## config.mk

```make
export PLATFORM = sky130hd
export DESIGN_NAME = qos_switch_ctrl
export DESIGN_NICKNAME = d
export VERILOG_FILES = /design/src/rtl/qos_pkg.sv /design/src/rtl/qos_best_ch_sel.sv /design/src/rtl/qos_switch_ctrl.sv
export SDC_FILE = /design/constraint.sdc
export NUM_CORES = 1
export LEC_CHECK = 0
export BUFFER_PORTS_ARGS = -buffer_cell sky130_fd_sc_hd__buf_2
export CORE_ASPECT_RATIO = 1.25
export CORE_MARGIN = 5
export CORE_UTILIZATION = 58
export CTS_CLUSTER_SIZE = 10
export DETAILED_ROUTE_END_ITERATION = 10
export GPL_TIMING_DRIVEN = 0
export PLACE_DENSITY = 0.82
export SETUP_SLACK_MARGIN = 0.1
export SYNTH_ARGS = -nofsm -noshare
export SYNTH_HDL_FRONTEND = slang
export SYNTH_SLANG_ARGS = --single-unit
```

## constraint.sdc

```tcl
create_clock -name clk -period 11.2 [get_ports clk]
set_input_delay 0.56 -clock clk [delete_from_list [all_inputs] [get_ports clk]]
set_output_delay 0.56 -clock clk [all_outputs]
set_load 0.03 [all_outputs]
```

## src/rtl/qos_pkg.sv

```systemverilog
// Shared definitions for the QoS switch controller: FSM state encoding and width helper.

package qos_pkg;

    typedef enum logic [2:0] {
        StIdle   = 3'd0,
        StConfig = 3'd1,
        StAuto   = 3'd2,
        StManual = 3'd3,
        StHold   = 3'd4
    } state_e;

    // Ceiling log2; callers clamp to a minimum of 1 where a zero-width field is illegal.
    function automatic int clog2(input int n);
        int r;
        r = 0;
        for (int i = 0; i < 31; i++) begin
            if ((32'sd1 << i) < n) begin
                r = i + 1;
            end
        end
        return r;
    endfunction

endpackage

```

## src/rtl/qos_best_ch_sel.sv

```systemverilog
// Combinational search for the valid channel with the lowest error count.
// Ties are broken by priority rank; unlisted channels rank below listed ones, by index.

module qos_best_ch_sel
    import qos_pkg::*;
#(
    parameter int NUM_CH = 4,
    parameter int ERR_W  = 8,
    localparam int CH_W  = (clog2(NUM_CH) < 1) ? 1 : clog2(NUM_CH)
) (
    input  logic [NUM_CH-1:0]       valid,
    input  logic [NUM_CH*ERR_W-1:0] err_count,
    input  logic [NUM_CH*CH_W-1:0]  rank_list,
    output logic                    any_valid,
    output logic [CH_W-1:0]         best_ch,
    output logic [ERR_W-1:0]        best_err
);

    localparam int RANK_W = CH_W + 1;

    logic [RANK_W-1:0] rank [NUM_CH];
    logic [RANK_W-1:0] best_rank;
    logic [ERR_W-1:0]  cand;

    // Scanning ranks downward leaves each channel with its first (best) listing.
    always_comb begin
        for (int c = 0; c < NUM_CH; c++) begin
            rank[c] = RANK_W'(NUM_CH + c);
            for (int r = NUM_CH - 1; r >= 0; r--) begin
                if (rank_list[r*CH_W +: CH_W] == CH_W'(c)) begin
                    rank[c] = RANK_W'(r);
                end
            end
        end
    end

    always_comb begin
        any_valid = 1'b0;
        best_ch   = '0;
        best_err  = '0;
        best_rank = '0;
        cand      = '0;
        for (int c = 0; c < NUM_CH; c++) begin
            if (valid[c]) begin
                cand = err_count[c*ERR_W +: ERR_W];
                if (!any_valid || (cand < best_err) ||
                    ((cand == best_err) && (rank[c] < best_rank))) begin
                    any_valid = 1'b1;
                    best_ch   = CH_W'(c);
                    best_err  = cand;
                    best_rank = rank[c];
                end
            end
        end
    end

endmodule

```

## src/rtl/qos_switch_ctrl.sv

```systemverilog
// QoS input switch controller: picks one of NUM_CH transport-stream inputs either by
// manual override or by periodic error-count evaluation with hysteresis and fallback.

module qos_switch_ctrl
    import qos_pkg::*;
#(
    parameter int NUM_CH  = 4,
    parameter int ERR_W   = 8,
    parameter int TIMER_W = 20,
    localparam int CH_W   = (clog2(NUM_CH) < 1) ? 1 : clog2(NUM_CH)
) (
    input  logic                    clk,
    input  logic                    rst_n,
    input  logic [NUM_CH-1:0]       valid,
    input  logic [NUM_CH*ERR_W-1:0] err_count,
    input  logic                    cfg_valid,
    input  logic                    cfg_manual_en,
    input  logic [CH_W-1:0]         cfg_manual_ch,
    input  logic [NUM_CH*CH_W-1:0]  cfg_priority,
    input  logic                    cfg_fallback_en,
    input  logic [TIMER_W-1:0]      cfg_period,
    input  logic [ERR_W-1:0]        cfg_hyst,
    output logic [CH_W-1:0]         mux_control,
    output logic                    en_mux,
    output logic [TIMER_W-1:0]      timer,
    output logic                    switch_pulse,
    output logic                    no_signal,
    output logic [2:0]              state_o
);

    state_e              state_q, state_d;
    logic [CH_W-1:0]     mux_q, mux_d;
    logic [TIMER_W-1:0]  cnt_q, cnt_d;
    logic                pulse_q;

    logic                man_en_q;
    logic [CH_W-1:0]     man_ch_q;
    logic [NUM_CH*CH_W-1:0] prio_q;
    logic                fb_en_q;
    logic [TIMER_W-1:0]  period_q;
    logic [ERR_W-1:0]    hyst_q;

    logic                any_valid;
    logic [CH_W-1:0]     best_ch;
    logic [ERR_W-1:0]    best_err;
    logic                cur_valid;
    logic [ERR_W-1:0]    cur_err;
    logic [CH_W-1:0]     rank0_ch;
    logic [CH_W-1:0]     manual_sel;
    logic [TIMER_W-1:0]  last_cnt;
    logic                eval;
    logic                better;

    qos_best_ch_sel #(
        .NUM_CH (NUM_CH),
        .ERR_W  (ERR_W)
    ) u_best (
        .valid     (valid),
        .err_count (err_count),
        .rank_list (prio_q),
        .any_valid (any_valid),
        .best_ch   (best_ch),
        .best_err  (best_err)
    );

    always_comb begin
        cur_valid = 1'b0;
        cur_err   = '0;
        for (int c = 0; c < NUM_CH; c++) begin
            if (mux_q == CH_W'(c)) begin
                cur_valid = valid[c];
                cur_err   = err_count[c*ERR_W +: ERR_W];
            end
        end
    end

    // Out-of-range list entries or manual channels fall back to a legal channel.
    assign rank0_ch   = (int'(prio_q[CH_W-1:0]) < NUM_CH) ? prio_q[CH_W-1:0] : '0;
    assign manual_sel = (int'(man_ch_q) < NUM_CH) ? man_ch_q : rank0_ch;

    assign last_cnt = (period_q == '0) ? '0 : period_q - TIMER_W'(1);
    assign eval     = (cnt_q == last_cnt);
    assign better   = ({1'b0, best_err} + {1'b0, hyst_q}) < {1'b0, cur_err};

    always_comb begin
        state_d = state_q;
        mux_d   = mux_q;
        cnt_d   = cnt_q;
        if (cfg_valid) begin
            state_d = StConfig;
            cnt_d   = '0;
        end else begin
            case (state_q)
                StIdle: ;
                StConfig: begin
                    cnt_d = '0;
                    if (man_en_q) begin
                        state_d = StManual;
                        mux_d   = manual_sel;
                    end else begin
                        state_d = StAuto;
                        mux_d   = rank0_ch;
                    end
                end
                StAuto: begin
                    if (!any_valid) begin
                        state_d = StHold;
                        cnt_d   = '0;
                    end else if (fb_en_q && !cur_valid) begin
                        // Level-sensitive: any cycle the current input is absent triggers it.
                        mux_d = best_ch;
                        cnt_d = '0;
                    end else if (eval) begin
                        cnt_d = '0;
                        if ((best_ch != mux_q) && (!cur_valid || better)) begin
                            mux_d = best_ch;
                        end
                    end else begin
                        cnt_d = cnt_q + TIMER_W'(1);
                    end
                end
                StHold: begin
                    if (any_valid) begin
                        state_d = StAuto;
                        mux_d   = best_ch;
                        cnt_d   = '0;
                    end
                end
                StManual: ;
                default: state_d = StIdle;
            endcase
        end
    end

    always_ff @(posedge clk or negedge rst_n) begin
        if (!rst_n) begin
            state_q <= StIdle;
            mux_q   <= '0;
            cnt_q   <= '0;
            pulse_q <= 1'b0;
        end else begin
            state_q <= state_d;
            mux_q   <= mux_d;
            cnt_q   <= cnt_d;
            pulse_q <= (mux_d != mux_q);
        end
    end

    always_ff @(posedge clk or negedge rst_n) begin
        if (!rst_n) begin
            man_en_q <= 1'b0;
            man_ch_q <= '0;
            prio_q   <= '0;
            fb_en_q  <= 1'b0;
            period_q <= '0;
            hyst_q   <= '0;
        end else if (cfg_valid) begin
            man_en_q <= cfg_manual_en;
            man_ch_q <= cfg_manual_ch;
            prio_q   <= cfg_priority;
            fb_en_q  <= cfg_fallback_en;
            period_q <= cfg_period;
            hyst_q   <= cfg_hyst;
        end
    end

    assign mux_control  = mux_q;
    assign en_mux       = (state_q != StIdle);
    assign timer        = (state_q inside {StAuto, StManual, StHold}) ? period_q : '0;
    assign switch_pulse = pulse_q;
    assign no_signal    = en_mux & ~|valid;
    assign state_o      = state_q;

endmodule

```

**After elaboration in Yosys (flattened, before gate mapping)**

Cells that the tools add are included.

- Bits in registers: 66
- Output and inout bits: 28

- Add/subtract/negate cells: 3
- Equality and inequality tests: 28
- Reduce and logical (&&, ||, !) cells: 31
- Multiplexer cells: 70
- Bitwise logic cells: 1
- Magnitude comparators: 7

Operator list:

| kind | count |
|---|---|
| $mux W20 | 7 |
| $mux W8 | 11 |
| $mux W3 | 24 |
| $pmux W20 S3 | 1 |
| $eq A8 B8 Y1 | 3 |
| $lt A8 B8 Y1 | 3 |
| $mux W2 | 12 |
| $add A20 B1 Y20 const B | 1 |
| $eq A2 B2 Y1 const B | 10 |
| $eq A20 B20 Y1 | 1 |
| $logic_not A20 Y1 | 1 |
| $sub A20 B1 Y20 const B | 1 |
| $mux W1 | 13 |
| $pmux W3 S4 | 1 |
| $eq A2 B1 Y1 const B | 5 |
| $logic_not A2 Y1 | 5 |
| $add A8 B8 Y9 | 1 |
| $lt A3 B3 Y1 | 3 |
| $lt A9 B8 Y1 | 1 |
| $logic_or A1 B1 Y1 | 7 |
| $eq A3 B2 Y1 const B | 2 |
| $ne A3 B3 Y1 const B | 2 |
| $pmux W2 S3 | 1 |
| $reduce_bool A3 Y1 | 2 |
| other kinds (13) | 22 |

**Longest topological paths before layout**

- Word-level depth: 32
- Depth in mapped cells: 47

**Cells and area by module**

From an unflattened synthesis, not the netlist that was laid out.

- Cell total of the unflattened synthesis: 751
- Area total of the unflattened synthesis: 6635.1 sq um

By module, submodules not included:

| module | cells an instance | times used | area each (sq um) |
|---|---|---|---|
| qos_switch_ctrl | 537 | 1 | 5036.1 |
| qos_best_ch_sel | 214 | 1 | 1599.0 |

**Worst setup path before layout**

No wires, ideal clock.

- Path kind: input to register
- From: input valid[0]
- To: register mux_q[1] (netlist: mux_control[1])
- Arrival time: 9.867 ns
- Stages on the path: 43
- Library setup time: 0.094 ns
- Path slack: 1.239 ns
- Data required time: 11.106 ns
- Path through: o21ai_0 > or3_1 > ha_1 > a21oi_1 > or3b_2 > o221ai_2 > and2_1 > clkbuf_1 > clkbuf_1 > a21oi_1 > ha_1 > nand4_1 > a2111oi_0 > nand3_1 > a21boi_0 > and2_1 > clkbuf_1 > nand2_1 > [7 not listed] > o41ai_4 > mux2_2 > ha_1 > a21o_1 > a21o_1 > a21oi_1 > o21bai_1 > a21oi_1 > o21bai_1 > xor2_1 > ha_1 > a211oi_1 > o21ai_0 > o32a_1 > nor2_1 > o2111a_1 > a21oi_4 > a221oi_2

- Cells in the longest elaborated chain, start to end: 26

Ends and longest elaborated chain:

| what | line | text |
|---|---|---|
| start: declaration | qos_switch_ctrl.sv:14 | `input logic [NUM_CH-1:0] valid,` |
| $mux W8 (tied with other cells) | qos_best_ch_sel.sv:44 | `if (valid[c]) begin` |
| $lt A8 B8 Y1 (tied with other cells) | qos_best_ch_sel.sv:46 | `if (!any_valid \|\| (cand < best_err) \|\|` |
| $logic_or A1 B1 Y1 / $logic_and A1 B1 Y1 (equally long branches) | qos_best_ch_sel.sv:46, qos_best_ch_sel.sv:47 |  |
| $logic_or A1 B1 Y1 | qos_best_ch_sel.sv:46 |  |
| $mux W8 (tied with other cells) | qos_best_ch_sel.sv:46 |  |
| $mux W8 (tied with other cells) | qos_best_ch_sel.sv:44 |  |
| $lt A8 B8 Y1 (tied with other cells) | qos_best_ch_sel.sv:46 |  |
| $logic_or A1 B1 Y1 / $logic_and A1 B1 Y1 (equally long branches) | qos_best_ch_sel.sv:46, qos_best_ch_sel.sv:47 |  |
| [11 not listed] | -- |  |
| $logic_and A1 B1 Y1 | qos_switch_ctrl.sv:115 | `if ((best_ch != mux_q) && (!cur_valid \|\| better)) begin` |
| $mux W2 | qos_switch_ctrl.sv:115 |  |
| $mux W2 | qos_switch_ctrl.sv:113 | `end else if (eval) begin` |
| $mux W2 | qos_switch_ctrl.sv:109 | `end else if (fb_en_q && !cur_valid) begin` |
| $mux W2 | qos_switch_ctrl.sv:106 | `if (!any_valid) begin` |
| $pmux W2 S3 * | qos_switch_ctrl.sv:93 | `case (state_q)` |
| $mux W2 * | qos_switch_ctrl.sv:89 | `if (cfg_valid) begin` |
| named net mux_d[1] | qos_switch_ctrl.sv:32 | `logic [CH_W-1:0] mux_q, mux_d;` |
| end signal: assignment | qos_switch_ctrl.sv:143 | `mux_q <= mux_d;` |
| end: declaration | qos_switch_ctrl.sv:32 |  |

Mark *: on every way through the listed nets, which the timed path passes. The rest lies on a longest branch.
A chain may end at the register's enable or synchronous reset.

**Worst setup path in the final report**

- From: register prio_q[0]
- To: register mux_q[1] (netlist: mux_control[1])

- Cells in the longest elaborated chain, start to end: 28

Ends and longest elaborated chain:

| what | line | text |
|---|---|---|
| start: declaration | qos_switch_ctrl.sv:38 | `logic [NUM_CH*CH_W-1:0] prio_q;` |
| start signal: assignment | qos_switch_ctrl.sv:160 | `prio_q <= cfg_priority;` |
| $logic_not A2 Y1 | qos_best_ch_sel.sv:30 | `if (rank_list[r*CH_W +: CH_W] == CH_W'(c)) begin` |
| $mux W3 | qos_best_ch_sel.sv:30 |  |
| $mux W3 | qos_best_ch_sel.sv:44 |  |
| $lt A3 B3 Y1 | qos_best_ch_sel.sv:47 | `((cand == best_err) && (rank[c] < best_rank))) begin` |
| $logic_and A1 B1 Y1 | qos_best_ch_sel.sv:47 |  |
| $logic_or A1 B1 Y1 | qos_best_ch_sel.sv:46 |  |
| $mux W8 (tied with other cells) | qos_best_ch_sel.sv:46 |  |
| $mux W8 (tied with other cells) | qos_best_ch_sel.sv:44 |  |
| [13 not listed] | -- |  |
| $logic_and A1 B1 Y1 | qos_switch_ctrl.sv:115 |  |
| $mux W2 | qos_switch_ctrl.sv:115 |  |
| $mux W2 | qos_switch_ctrl.sv:113 |  |
| $mux W2 | qos_switch_ctrl.sv:109 |  |
| $mux W2 | qos_switch_ctrl.sv:106 |  |
| $pmux W2 S3 * | qos_switch_ctrl.sv:93 |  |
| $mux W2 * | qos_switch_ctrl.sv:89 |  |
| named net mux_d[1] | qos_switch_ctrl.sv:32 |  |

Marks and branches as above.

==> metrics <==
vias after detailed routing 6,573; All-Layer GR Usage 0.2888; Post-DP HPWL about 15 mm; grt ovf 0; Slowest-stage cell, CP or3b_2; area of the multi-input gates approximately 0.0046 mm^2; Initial Util 0.5877; status finished clean; Cell Rows between 40 and 50; Worst Setup Path Type flop to flop; worst-path fanout max 10; GP Congestion 1.015; final core utilization 0.6819; Slew HR 0.4194; die width ~100 um; CP most frequent cell ha_1; Initial DRC Count roughly 380; R2R Path End mux_control[1]; slowest stage delay, CP between 0.4 and 0.5 ns; via count of the first global-routing pass ~6,500; P&R area growth vs syn 16.02%; Worst R2R Start prio_q[0]; Antenna Nets Post-Route 0; flops & latches, synth 66; clock latency on the worst-skew pair between 0.3 and 0.4 ns; CTS max path bufs 2; antenna violations before repair 0; Max Cap Viol 0; Placed Instances about 1,000; share of cells above drive strength 1 0.2212; Pleak between 3 and 4 nW; Residual DRC 0; Layout Cells excl Fill just over 1,000; total area of sequential cells ~0.0017 mm^2; Syn Inst Count between 700 and 800; largest net degree at the start of global routing 67; total CTS buffers 9; Critical Path RT roughly 11 ns; part of the Yosys area used for sequential elements 0.2548; CORE AREA approximately 0.011 mm^2; # port buffers ~100; CTS tree yes; Worst path top cell family by delay compound AO/OA/AOI/OAI gates; final WL 19.15 mm; Sum Neg Setup Slack 0 ns; Slew Viols, Final 0; reg2reg path depth 41; max frequency ~0.096 GHz; Worst Tran Pin Value between 0.8 and 0.9 ns; Arrival @ worst endpoint between 10 and 15 ns; Max Clock Skew between 0.007 and 0.008 ns; clk slew on worst S/H paths around 0.06 ns; filler instances about 940; syn_area_per_cell roughly 8.3 um^2; fin nets 1,027; internal reg-to-reg setup slack between 0.8 and 0.9 ns; Tcrit/Tclk final 0.9260; worst ir drop on vdd 0.07967 mV; ys flop type dfrtp_1; crit end category flop; EDFF count, synth 0; Hold Path Class input port to async pin; global-route wire length before repair 31.70 mm; Pwr Density between 100 and 150 mW/mm^2; Synth Warn # 0; minimum clock period 10.37 ns; clock root cell clkbuf_16; critical path launch point type flop; endpoints failing hold 0; Setup Viol. Count Final 0; TritonRoute pass-1 iters 5; post-synthesis cell type count 80; ys async rst share 1.000; drt wl/cell about 18 um; Die Ht 128.2 um; Die Footprint 0.01340 mm^2; I/O pins about 110; CP Buf/Inv Count 4; RSZ-0062 raised after global routing false; Synth Cell Area approximately 0.0065 mm^2; Clock Sinks 66; vias per inst about 6.3; antenna fix cells 0; Mapped Nets between 900 and 1,000; H-tree Lvls 3
placed cells by master (no fill, tap or decap), types with 11 or more instances in the layout:
cell type  count
nor3_1        22
nand3_1       23
o31ai_1       11
buf_2        113
nand2b_1      14
and3_1        12
dfrtp_1       64
o21ai_0       58
clkbuf_1      26
inv_1         34
xnor2_1       16
mux2_2        36
nor2_1        65
a21oi_1       37
ha_1          48
nor4_1        14
nand4_1       12
nor2b_1       29
xor2_1        12
nand2_1       75
report_power, final:
part | total [mW] | switching (mW) | internal [mW]
Clock | 0.277 | 0.105 | 0.172
Sequential | 0.280 | 0.0221 | 0.258
Combinational | 0.444 | 0.258 | 0.186
flip-flops by register name, indices dropped and copies added (netlist names):
name / count
period_q: 20
switch_pulse: 1
mux_control: 2
man_ch_q: 2
fb_en_q: 1
hyst_q: 8
cnt_q: 20
state_o: 3
man_en_q: 1
prio_q: 8
worst register-to-register path, delay by kind of cell (launching register included):
family | cells | cell delay, ns
adder cells (fa/ha/maj) | 5 | 1.55
AO/OA/AOI/OAI | 20 | 4.42
multiplexers | 1 | 0.39
XOR/XNOR | 1 | 0.15
buffers and inverters | 4 | 0.94
AND/OR/NAND/NOR | 10 | 2.42
flip-flops | 1 | 0.43
kinds of logic (layout without fill, tap and decap cells):
logic type                 Yosys count  in the layout  share of synthesized area
DFF                                 66             66                     0.2548
adders and majority gates           49             49                    0.09574
and+or+nand+nor                    309            309                     0.2488
AOI/OAI and AO/OA                  199            199                     0.2083
xor gates and xnor gates            29             29                    0.04130
muxes                               52             52                     0.1046
buffers and inverters               77            200                    0.04652
layer usage:
metal	track usage	vias to the layer above	wire (um)
met5	0	-	0
met4	0.1684	0	1109
met3	0.05390	74	1271
met2	0.5091	297	9605
met1	0.3240	3072	7166
li1	-	3130	-
metrics by stage:
stage                     hold slack (ns)  worst slack [ns]  power [mW]  cell area [um^2]
after global placement             0.4975           -0.4388      0.7066              7172
after floorplan                    0.2644             1.240      0.5965              6482
after detailed placement           0.5026           -0.6374      0.7145              7174
after CTS                          0.3691            0.1388      0.9964              7477
final                              0.3360            0.8283       1.001              7521
after global routing               0.4130            0.1021       1.067              7521
cells in the mapped netlist, types with 5 or more instances:
| master | count | area, um^2 |
|---|---|---|
| o31ai_1 | 11 | 82.58 |
| a21o_1 | 6 | 45.04 |
| or4_1 | 6 | 45.04 |
| inv_1 | 34 | 127.6 |
| o21a_1 | 5 | 37.54 |
| dfrtp_1 | 66 | 1652 |
| nand4_1 | 12 | 75.07 |
| xnor2_1 | 16 | 140.1 |
| nor2b_1 | 29 | 181.4 |
| o211ai_1 | 8 | 60.06 |
| nand2_1 | 75 | 281.5 |
| mux2i_1 | 7 | 70.07 |
| nand2b_1 | 14 | 87.58 |
| nor4_1 | 15 | 93.84 |
| buf_1 | 7 | 26.28 |
| xor2_1 | 12 | 105.1 |
| or3_1 | 8 | 50.05 |
| nor2_1 | 65 | 244.0 |
| nand3_1 | 23 | 115.1 |
| and3_1 | 12 | 75.07 |
| a31oi_1 | 6 | 37.54 |
| buf_2 | 10 | 50.05 |
| and2_1 | 5 | 31.28 |
| o21ai_1 | 7 | 35.03 |
| mux4_2 | 9 | 202.7 |
| a21oi_1 | 37 | 185.2 |
| clkbuf_1 | 26 | 97.59 |
| nor3_1 | 22 | 110.1 |
| o21ai_0 | 60 | 300.3 |
| mux2_2 | 36 | 405.4 |
| ha_1 | 48 | 600.6 |
how the worst max path moves through the flow:
stage	slack, ns	endpoint	start	cells past startpoint
final	0.83	mux_control[1]	prio_q[0]	41
after global routing	0.10	switch_pulse	prio_q[0]	43
after CTS	0.14	mux_control[1]	prio_q[0]	43
after detailed placement	-0.64	mux_control[1]	valid[0]	44
after global placement	-0.44	mux_control[1]	valid[0]	44
after floorplan	1.24	mux_control[1]	valid[0]	43
repair_timing:
action,4_1_cts,5_1_grt
pin swaps,1,2
gates cloned,0,0
hold buffers,0,0
setup buffers,1,2
endpoints found under the setup margin,3,3
gates resized for setup,6,12
area by class of cell:
cell class,count,area share
multi-input combinational,638,0.6071
clock buffer,13,0.03194
inverter,34,0.01697
buffer,43,0.02379
clock inverter,3,0.005324
tap,135,0.02246
timing repair buffer,107,0.07253
sequential,66,0.2199
Power figures use the tool's default switching activity.
